==> src/rtl/svf_voice_scheduler.sv <==
// Frame scheduler that time-multiplexes the 8-slot shared state-variable filter across 8 voices.
// Each tick snapshots the voice inputs and walks the enabled voices in 5-cycle filter slots.
module svf_voice_scheduler (
  input  logic        clk,
  input  logic        reset_n,
  input  logic        sample_tick,
  input  logic [95:0] voice_in,
  input  logic [7:0]  voice_en,
  input  logic        cfg_we,
  input  logic [2:0]  cfg_addr,
  input  logic [17:0] cfg_f,
  input  logic [17:0] cfg_q,
  input  logic        clear_stb,
  input  logic [7:0]  clear_mask,
  input  logic        overrun_clr,
  output logic        svf_ena,
  output logic [2:0]  svf_sel,
  output logic [17:0] svf_f,
  output logic [17:0] svf_q,
  output logic [11:0] svf_in,
  output logic        svf_reset,
  input  logic [17:0] svf_out,
  output logic        out_valid,
  output logic [2:0]  out_voice,
  output logic [17:0] out_data,
  output logic        frame_done,
  output logic        busy,
  output logic        overrun
);

  typedef enum logic [1:0] {IDLE, ISSUE, WAIT, CAPTURE} state_t;

  state_t      state, state_nxt;
  logic [1:0]  wait_cnt;
  logic [7:0]  mask;
  logic [7:0]  clear_pending;
  logic [7:0]  above;
  logic [7:0]  cap_clr;
  logic [95:0] buffer;
  logic [17:0] tbl_f [8];
  logic [17:0] tbl_q [8];

  logic        start_frame;
  logic        empty_frame;
  logic        issue_next;
  logic        capture;
  logic        tick_found;
  logic        next_found;
  logic [2:0]  tick_idx;
  logic [2:0]  next_idx;
  logic [2:0]  issue_v;
  logic [6:0]  issue_lsb;
  logic [11:0] issue_in;

  function automatic logic [3:0] lowest_set(input logic [7:0] bits);
    logic [3:0] r;
    r = '0;
    for (int unsigned i = 0; i < 8; i++) begin
      if (bits[i] && !r[3]) r = {1'b1, 3'(i)};
    end
    return r;
  endfunction

  // svf_sel doubles as the current voice index; the search only looks above it.
  assign above = mask & ~((8'd2 << svf_sel) - 8'd1);
  assign {tick_found, tick_idx} = lowest_set(voice_en);
  assign {next_found, next_idx} = lowest_set(above);

  // The first voice of a frame is issued from voice_in directly, as the buffer loads on the same edge.
  assign issue_v   = start_frame ? tick_idx : next_idx;
  assign issue_lsb = 7'(issue_v) * 7'd12;
  assign issue_in  = start_frame ? voice_in[issue_lsb +: 12] : buffer[issue_lsb +: 12];

  assign cap_clr = (capture && svf_reset) ? (8'd1 << svf_sel) : '0;
  assign busy    = (state != IDLE);

  always_ff @(posedge clk) begin
    if (!reset_n) begin
      state    <= IDLE;
      wait_cnt <= '0;
    end else begin
      state    <= state_nxt;
      wait_cnt <= (state == WAIT) ? wait_cnt + 2'd1 : '0;
    end
  end

  always_comb begin
    state_nxt   = state;
    start_frame = 1'b0;
    empty_frame = 1'b0;
    issue_next  = 1'b0;
    capture     = 1'b0;
    unique case (state)
      IDLE: begin
        if (sample_tick) begin
          if (tick_found) begin
            state_nxt   = ISSUE;
            start_frame = 1'b1;
          end else begin
            empty_frame = 1'b1;
          end
        end
      end
      ISSUE: state_nxt = WAIT;
      WAIT: begin
        if (wait_cnt == 2'd2) state_nxt = CAPTURE;
      end
      CAPTURE: begin
        capture = 1'b1;
        if (next_found) begin
          state_nxt  = ISSUE;
          issue_next = 1'b1;
        end else begin
          state_nxt = IDLE;
        end
      end
      default: state_nxt = IDLE;
    endcase
  end

  always_ff @(posedge clk) begin
    if (!reset_n) begin
      for (int unsigned i = 0; i < 8; i++) begin
        tbl_f[i] <= '0;
        tbl_q[i] <= '0;
      end
    end else if (cfg_we) begin
      tbl_f[cfg_addr] <= cfg_f;
      tbl_q[cfg_addr] <= cfg_q;
    end
  end

  always_ff @(posedge clk) begin
    if (!reset_n) begin
      buffer <= '0;
      mask   <= '0;
    end else if (start_frame) begin
      buffer <= voice_in;
      mask   <= voice_en;
    end
  end

  always_ff @(posedge clk) begin
    if (!reset_n) begin
      svf_ena   <= 1'b0;
      svf_sel   <= '0;
      svf_f     <= '0;
      svf_q     <= '0;
      svf_in    <= '0;
      svf_reset <= 1'b0;
    end else begin
      svf_ena <= 1'b0;
      if (start_frame || issue_next) begin
        svf_ena   <= 1'b1;
        svf_sel   <= issue_v;
        svf_f     <= tbl_f[issue_v];
        svf_q     <= tbl_q[issue_v];
        svf_in    <= issue_in;
        svf_reset <= clear_pending[issue_v];
      end
    end
  end

  always_ff @(posedge clk) begin
    if (!reset_n) begin
      out_valid  <= 1'b0;
      out_voice  <= '0;
      out_data   <= '0;
      frame_done <= 1'b0;
    end else begin
      out_valid  <= 1'b0;
      frame_done <= empty_frame;
      if (capture) begin
        out_valid  <= 1'b1;
        out_voice  <= svf_sel;
        out_data   <= svf_out;
        frame_done <= !next_found;
      end
    end
  end

  // A new clear request in the same cycle as a capture-clear keeps the bit pending.
  always_ff @(posedge clk) begin
    if (!reset_n) begin
      clear_pending <= '0;
      overrun       <= 1'b0;
    end else begin
      clear_pending <= (clear_pending & ~cap_clr) | (clear_stb ? clear_mask : '0);
      if (sample_tick && state != IDLE) overrun <= 1'b1;
      else if (overrun_clr)             overrun <= 1'b0;
    end
  end

endmodule

==> config.mk <==
export PLATFORM = sky130hd
export DESIGN_NAME = svf_voice_scheduler
export DESIGN_NICKNAME = d
export VERILOG_FILES = /design/src/rtl/svf_voice_scheduler.sv
export SDC_FILE = /design/constraint.sdc
export NUM_CORES = 1
export LEC_CHECK = 0
export BUFFER_PORTS_ARGS = -buffer_cell sky130_fd_sc_hd__buf_2
export CELL_PAD_IN_SITES_DETAIL_PLACEMENT = 2
export CELL_PAD_IN_SITES_GLOBAL_PLACEMENT = 2
export CORE_MARGIN = 2
export CORE_UTILIZATION = 33
export DETAILED_ROUTE_END_ITERATION = 10
export HOLD_SLACK_MARGIN = 0.1
export PLACE_DENSITY = 0.73
export SYNTH_ARGS = -nofsm -noshare
export SYNTH_HDL_FRONTEND = slang
export SYNTH_SLANG_ARGS = --single-unit
export TNS_END_PERCENT = 10
==> constraint.sdc <==
create_clock -name clk -period 3.75 [get_ports clk]
set_input_delay 0.75 -clock clk [delete_from_list [all_inputs] [get_ports clk]]
set_output_delay 0.75 -clock clk [all_outputs]
set_load 0.005 [all_outputs]
==> results.md <==
* Outcome: finished clean
* Vias in the first global route at 19,700
* First-pass GRT wire length at 121,000 um
* Clock Skews at 20.4 ps
* Ratio of cells with drive above 1 in the final layout at 16.1%
* Number of flops mapped to enable cells by yosys at 288
* NumNets Final at 2,657
* Initial antenna violation count at 10
* Arr. time, crit path at 3960 ps
* Period utilisation layout at 92.3%
* Synth Warn # at 0
* Max rail drop VDD at 0.467 mV
* R2R setup slack at 290 ps
* Post-synthesis area per instance at 9.52 um2
* WL per Instance at 23.7 um
* Worst Hold End: out_data[10]
* Via density at 5.26
* Clk root buf: clkbuf_16
* Final Instance Area at 0.0258 mm2
* Hold_sp: svf_out[10]
* Final Power at 19.0 mW
* Routed Antenna Nets at 0
* CTS Hold Buffers Added at 0
* Sink Count at 480
* Hold crit path type: primary input to flop
* Finished Layout Cells at 3,382
* Routability Congestion at 0.779
* WL final at 80,100 um
* M3 GR Usage at 3.01%
* Final setup viols at 0
* Clk pin slew, worst setup/hold paths at 60 ps
* Worst slack at placement at 228 ps
* Reg-to-Reg End: svf_in[10]
* Max Cap Viol at 0
* I/O pin total at 253
* Top_reg_cell synth: edfxtp_1
* Yosys reg bits at 480
* Slew Limit Fails at 0
* Final WS setup at 288 ps
* Reg2Reg Depth at 10
* Critical path type: flop to flop
* Total grt overflow at 0
* Critical-path maximum fanout at 46
* Worst slew pin tran at 1240 ps
* Num CTS Buffers at 56
* GRT Resource Usage Total at 23.6%
* Clk Latency, worst-skew pair at 630 ps
* RSZ-0062 raised after global routing: false
* Area after DPL at 0.0240 mm2
* Final Hold Viols at 0
* Max H-tree Level at 2
* Max Fclk at 0.289 GHz
* DIE HEIGHT at 260 um
* Via count at 17,800
* Crit. End Element: flop
* Die Wd at 260 um
* GRT met1 Usage at 27.6%
* Starting DRT DRC Count at 1,034
* Detailed placer's ending HPWL at 49,400 um
* M2 GR Usage at 44.3%
* Mapped Cells at 2,272
* Syn_nets at 2,451
* Pwr dens at 738 mW/mm2
* Seq/Total Area, Yosys at 57.7%
* Worst EP required at 4240 ps
* P_leak at 10.0 nW
* Clock period minus worst slack at 3460 ps
* Setup repair bufs after CTS at 0
* Effective utilization at floorplan at 33.4%
* Min-Delay Path Depth at 3
* DR pass1 iterations at 4
* Rel. slew slack at 17.4%
* Layer with the highest usage: met2
* Largest net degree at the start of global routing at 119
* Hold_ws at 384 ps
* Std-Cell Rows at 93
* # DRC at 0
* CTS Buffer Depth at 3
* Async set-reset flop share out of synthesis at 0%
* Post-Syn Area at 0.0216 mm2
* Critical R2R Launch: svf_sel[2]
* Cts repair resizes at 0
* Post-synthesis cell type count at 50
* Die area at 0.0676 mm2
* CTS tree: yes
* Port-buffer cells at 252
* Cells after DPL at 3,275
* Setup crit start kind: flop
* Area of the core at 0.0647 mm2
* Area grow syn2layout at 19.2%
[synthesized netlist by cell type (2+ instances only)]
cell,number,area (um2)
buf_4,7,52.6
o21a_1,2,15.0
and2_1,289,1810
buf_1,21,78.8
o21bai_1,2,15.0
o211ai_1,11,82.6
ha_1,4,50.1
nand2b_1,7,43.8
a21oi_1,202,1010
dfxtp_1,192,3840
o31ai_1,2,15.0
a32oi_1,23,201
clkbuf_1,83,312
edfxtp_1,288,8650
nand3b_1,2,15.0
inv_1,9,33.8
or2_1,2,12.5
nor2b_1,4,25.0
nand2_1,615,2310
mux2i_1,98,981
buf_2,46,230
o21ai_1,14,70.1
nor2_1,63,236
nand3_1,187,936
nor3_1,29,145
a21o_1,2,15.0
o32a_1,2,20.0
o21ai_0,44,220
[cell families (layout without fill, tap and decap cells)]
| family | Yosys count | after routing | synth area share, % |
|---|---|---|---|
| muxes | 98 | 98 | 4.53 |
| adders and majority gates | 4 | 4 | 0.231 |
| DFF | 480 | 480 | 57.7 |
| AOI/OAI and AO/OA | 316 | 316 | 8.22 |
| and+or+nand+nor | 1206 | 1206 | 25.9 |
| other | 0 | 4 | 0 |
| buffers and inverters | 168 | 419 | 3.34 |
[stage by stage]
step | TNS (ps) | utilization [%]
3_3_place_gp | 0 | 37.1
3_5_place_dp | 0 | 37.1
2_1_floorplan | -62470 | -
4_1_cts | 0 | 39.9
6_report | 0 | 39.9
5_1_grt | 0 | 39.9
[worst max path at each step]
stage | depth (start not counted) | endpoint | slack (ps) | startpoint
floorplan | 2 | tbl_f[1][0] | -330 | cfg_addr[1]
global placement | 11 | svf_in[10] | 370 | voice_en[6]
detailed placement | 11 | svf_in[10] | 230 | voice_en[1]
CTS | 10 | svf_in[10] | 340 | svf_sel[2]
global route | 10 | svf_in[10] | 130 | svf_sel[2]
finish | 10 | svf_in[10] | 290 | svf_sel[2]
[final cells by class]
| class | instances | area [um2] |
|---|---|---|
| diodes | 4 | 10.0 |
| multi-input cells | 1624 | 8570 |
| clock buffers | 93 | 1610 |
| well taps | 855 | 1070 |
| inverters | 10 | 40.0 |
| flip-flops and latches | 480 | 12500 |
| repair buffers | 306 | 1850 |
| fillers | 7077 | 38900 |
| clock inverters | 10 | 155 |
[critical path, cell delays in order, from the launching register on]
cell	delay [ps]
dfxtp_1	720
nor2b_1	100
o311ai_1	370
nor3b_2	250
buf_4	190
o21a_4	430
buf_12	330
mux2i_1	250
mux2i_1	160
mux2i_1	350
o211ai_1	130
[placed cells by master (no fill, tap or decap), types with 23 or more instances in the layout]
master and instances:
clkbuf_1 31, mux2i_1 98, nand3_1 187, nor2_1 55
a32oi_1 23, nor3_1 27, buf_4 39, edfxtp_1 288
o21ai_0 38, buf_2 252, dfxtp_1 192, clkbuf_16 57
nand2_1 615, and2_1 289, a21oi_1 201
[where the power goes]
group / switching (mW) / total, mW / leakage, nW / internal [mW]
Sequential: 0.446 / 6.71 / 4.33 / 6.27
Combinational: 4.69 / 6.94 / 4.86 / 2.25
Clock: 2.25 / 5.38 / 0.848 / 3.13
[registers in the layout (all words and copies together), names as in the netlist]
register / flops
tbl_f: 144
svf_in: 12
svf_reset: 1
out_data: 18
svf_ena: 1
mask: 7
state: 2
overrun: 1
frame_done: 1
out_voice: 3
out_valid: 1
wait_cnt: 2
tbl_q: 144
svf_f: 18
buffer: 96
svf_q: 18
clear_pending: 8
svf_sel: 3
[metal layers]
metal	routed length, um	part of all wire (%)
met1	32900	41
met2	42100	53
met3	2950	3.7
met4	2080	2.6
met5	83	0.10
No activity file was read; power rests on OpenSTA's default activity.
